$ cat src/rtl/mms_stream.sv
// Streaming max/min selector over fixed-size frames.
// Accepts N_NUM numbers serially and hands back the winner and its position.
module mms_stream #(
  parameter int WIDTH  = 8,
  parameter int N_NUM  = 8,
  parameter int SIGNED = 0,
  parameter int IDX_W  = $clog2(N_NUM)
) (
  input  logic             clk,
  input  logic             rst,
  input  logic             select,
  input  logic             in_valid,
  output logic             in_ready,
  input  logic [WIDTH-1:0] number,
  output logic             out_valid,
  input  logic             out_ready,
  output logic [WIDTH-1:0] result,
  output logic [IDX_W-1:0] index,
  output logic             mode
);

  typedef enum logic [1:0] {
    IDLE,
    ACCUM,
    DONE
  } state_t;

  state_t           state;
  logic [WIDTH-1:0] best;
  logic [IDX_W-1:0] best_idx;
  logic [IDX_W-1:0] count;
  logic             accept;
  logic             gt;
  logic             lt;
  logic             repl;
  logic             last;

  assign in_ready = (state != DONE);
  assign accept   = in_valid && in_ready;

  generate
    if (SIGNED != 0) begin : g_signed
      assign gt = $signed(number) > $signed(best);
      assign lt = $signed(number) < $signed(best);
    end else begin : g_unsigned
      assign gt = number > best;
      assign lt = number < best;
    end
  endgenerate

  // strict compare: ties keep the earlier element
  assign repl = mode ? lt : gt;
  assign last = (count == IDX_W'(N_NUM - 1));

  always_ff @(posedge clk) begin
    if (rst) begin
      state     <= IDLE;
      count     <= '0;
      best      <= '0;
      best_idx  <= '0;
      out_valid <= 1'b0;
      result    <= '0;
      index     <= '0;
      mode      <= 1'b0;
    end else begin
      unique case (state)
        IDLE: begin
          if (accept) begin
            best     <= number;
            best_idx <= '0;
            mode     <= select;
            count    <= IDX_W'(1);
            state    <= ACCUM;
          end
        end
        ACCUM: begin
          if (accept) begin
            count <= count + IDX_W'(1);
            if (repl) begin
              best     <= number;
              best_idx <= count;
            end
            if (last) begin
              result    <= repl ? number : best;
              index     <= repl ? count : best_idx;
              out_valid <= 1'b1;
              state     <= DONE;
            end
          end
        end
        DONE: begin
          if (out_valid && out_ready) begin
            out_valid <= 1'b0;
            count     <= '0;
            state     <= IDLE;
          end
        end
        default: state <= IDLE;
      endcase
    end
  end

endmodule

$ cat config.mk
export PLATFORM = sky130hd
export DESIGN_NAME = mms_stream
export DESIGN_NICKNAME = d
export VERILOG_FILES = /design/src/rtl/mms_stream.sv
export SDC_FILE = /design/constraint.sdc
export NUM_CORES = 1
export LEC_CHECK = 0
export CORE_MARGIN = 5
export CORE_UTILIZATION = 36
export CTS_CLUSTER_SIZE = 12
export DETAILED_ROUTE_END_ITERATION = 6
export GPL_ROUTABILITY_DRIVEN = 0
export PLACE_DENSITY = 0.57
export SYNTH_ARGS = -nofsm -noshare
export SYNTH_HDL_FRONTEND = slang
export SYNTH_SLANG_ARGS = --single-unit
$ cat constraint.sdc
create_clock -name clk -period 4.33 [get_ports clk]
set_clock_uncertainty 0.15 [all_clocks]
set_input_delay 0.433 -clock clk [delete_from_list [all_inputs] [get_ports clk]]
set_output_delay 0.433 -clock clk [all_outputs]
set_load 0.1 [all_outputs]
==> flow_metrics.py <==
metrics = {
    "outcome": {
        "outcome": "complete, no violations",
    },
    "timing": {
        "setup_repair_after_global_routing_missed_its_margin": "no",
        "fin_setup_tns_ps": 0,
        "final.period_utilization_pct": 69.8,
        "setup_violating_endpoint_count_in_the_final_report": 0,
        "timing_worst_slew_pin_value_ps": 977,
        "fmaxAchievable_ghz": 0.331,
        "slew_violations": 0,
        "timing.max_slew.rel_slack_pct": 34.7,
        "period_needed_ps": 3020,
        "final_count_of_hold_timing_violations": 0,
    },
    "setup_path": {
        "worst_ep_arrival_time_ps": 3050,
        "end_kind": "flip-flop",
        "required_time_worst_endpoint_ps": 4350,
        "setup.worst_path.start_class": "input port",
        "critPathMaxFanout": 17,
        "path_type_of_the_worst_setup_path": "in -> reg",
    },
    "layout": {
        "nNetsFinal": 242,
        "layout-drive-gt1-share_pct": 10.6,
        "areaGrowthSynthToFinish_pct": 22.7,
        "count_of_fill_cells_added_during_filler_insertion": 466,
        "post-route-cell-area_sq_mm": 0.00210,
        "insertedDiodeCount": 0,
    },
    "floorplan": {
        "floorplan.die_area_sq_mm": 0.00623,
        "die_height_um": 79.0,
        "floorplan.core_area_sq_mm": 0.00466,
        "boundaryPins": 27,
        "placement_rows": 25,
        "floorplan.die.width_um": 79.0,
        "floorplan.initialDensity_pct": 36.7,
    },
    "synth": {
        "mappedNetlistArea_sq_mm": 0.00171,
        "synth_cell_type_count": 40,
        "synth_common_cells": "dfxtp_1 (29), nor2_1 (18), inv_1 (17), ha_1 (13), nand2_1 (12)",
        "synth_sequential_area_ratio_pct": 33.9,
        "synth.yosys.warnings": 0,
        "synthTopCellsByArea": "dfxtp_1 (34%), ha_1 (9.5%), mux2i_1 (4.7%), and4b_1 (4.1%), nor2_1 (3.9%)",
        "post_synth_arst_share_pct": 0,
        "synth_top_cell_area_share_pct": 33.9,
        "most_numerous_cell_in_the_yosys_netlist": "dfxtp_1",
        "synth_top_flop_cell": "dfxtp_1",
        "netlist_instances": 192,
        "synthesis.nets": 218,
        "synth.largest_area_cell": "dfxtp_1",
        "post_synth.cell_area_avg_sq_um": 8.91,
        "yosys_register_bits": 29,
        "synth-edff-count": 0,
    },
    "clock_network": {
        "post_cts_buffers": 0,
        "cts-htree-levels": 2,
        "clock_latency_ps": 280,
        "clockRootBuffer": "clkbuf_8",
        "cts_max_path_buffers": 2,
        "tritoncts": "yes",
        "clk_pin_slew_ps": 70,
        "cts_num_sinks": 29,
        "tritoncts.num_buffers": 5,
        "cts_hold_buffers": 0,
        "cts_resized": 0,
    },
    "pwr": {
        "p_leak_nw": 0.835,
        "total_power_uw": 728,
        "vdd_ir_drop_max_mv": 0.120,
        "power.density_cell_area_mw_per_mm2": 347,
    },
    "detailed_routing": {
        "routed-wl-met2_um": 1730,
        "highest-signal-layer": "met4",
        "vias": 1430,
        "vias_per_cell": 5.28,
        "postRouteWirelength_um": 3870,
        "firstDrtPassIters": 4,
        "final_ant_viol_nets": 0,
        "met3_wire_length_um": 142,
        "detail_route.iter0.violations": 85,
        "wl_per_cell_um": 14.3,
        "drt-met1-wl_um": 1930,
        "post-route-drc-count": 0,
    },
    "global_routing": {
        "grtUsageTotal_pct": 13.3,
        "grt_pass1_wl_um": 6450,
        "first_global_vias": 1312,
        "overflow": 0,
        "maximum_number_of_pins_on_one_net_before_global_route_repair": 29,
        "number_of_antenna_violations_at_the_first_check_in_global_routing": 0,
    },
    "place": {
        "placement.cell_area_sq_mm": 0.00200,
        "hpwlAfterDp_um": 2820,
        "port-buffer-count": 26,
    },
    "flow_run": {
        "cap_viol_max_count": 0,
    },
    "worst_hold_path": {
        "worst_hold_path_type": "reg -> reg",
    },
}
==> where the power goes <==
| part | total (mW) | internal [mW] | leakage, nW | switching (mW) |
|---|---|---|---|---|
| Clock | 0.247 | 0.143 | 0.0542 | 0.104 |
| Sequential | 0.295 | 0.281 | 0.236 | 0.0141 |
| Combinational | 0.185 | 0.0741 | 0.545 | 0.111 |
==> per-stage QoR <==
stage / cells / setup WS (ps) / util (%) / hold WS [ps]
after floorplan: 192 / 1690 / - / 302
after global placement: 263 / 1050 / 42.9 / 312
after detailed placement: 263 / 1030 / 42.9 / 317
after CTS: 271 / 1300 / 45.0 / 327
after global routing: 271 / 1120 / 45.0 / 355
final: 271 / 1310 / 45.0 / 329
==> registers in the layout, indices dropped and copies added (netlist names) <==
signal	cells
best	8
best_idx	3
count	3
index	3
mode	1
out_valid	1
result	8
state	2
==> kinds of logic (layout without fill, tap and decap cells) <==
group                      after synthesis  count (layout)  synth area share [%]
muxes                                    9               9                  5.56
adders and majority gates               13              13                  9.50
buffers and inverters                   27              52                  6.58
DFF                                     29              29                  33.9
AOI/OAI and AO/OA                       44              44                  20.2
and+or+nand+nor                         70              70                  24.3
==> layout make-up <==
type	count	area (sq um)	area share (%)
Multi-Input combinational cell	136	1020	48.5
Clock inverter	1	5.00	0.238
Timing Repair Buffer	27	268	12.8
Clock buffer	7	96.3	4.59
Tap cell	54	67.6	3.22
Sequential cell	29	581	27.7
Inverter	17	63.8	3.04
==> cell usage in the layout (no fill, tap or decap), types with 3 or more instances in the layout <==
master / instances
a311oi_1: 7
o32ai_1: 3
ha_1: 13
a211o_1: 6
o21ai_0: 6
inv_1: 17
mux2i_1: 8
nand4_1: 3
nand2_1: 12
clkbuf_8: 7
nand2b_1: 7
a211oi_1: 5
and4b_2: 5
and4b_1: 7
nor2_1: 18
nand3_1: 8
clkdlybuf4s50_1: 26
a21oi_1: 8
dfxtp_1: 29
==> worst max-delay path, stage by stage <==
cell and delay [ps]:
clkdlybuf4s50_1 470, ha_1 340, a211oi_2 240, o21bai_2 150, a211oi_4 500, nand2_2 350
and4b_2 330, a211o_1 230
==> path summary, 6_finish.rpt <==
path / end / cells past startpoint / slack [ps] / from
min reg2reg: best_idx[1]$_SDFFE_PP0P_ / 2 / 330 / best_idx[1]$_SDFFE_PP0P_
min: best_idx[1]$_SDFFE_PP0P_ / 2 / 330 / best_idx[1]$_SDFFE_PP0P_
max reg2reg: best[2]$_SDFFE_PP0P_ / 8 / 1550 / best[6]$_SDFFE_PP0P_
max: best[2]$_SDFFE_PP0P_ / 8 / 1310 / number[5]
==> layer usage <==
| metal | up-vias | track usage (%) |
|---|---|---|
| met1 | 649 | 17.6 |
| met5 | - | 0 |
| met3 | 7 | 3.97 |
| met4 | 0 | 5.15 |
| li1 | 753 | - |
| met2 | 21 | 20.5 |
Note: power is estimated with default switching activity, not from simulation.
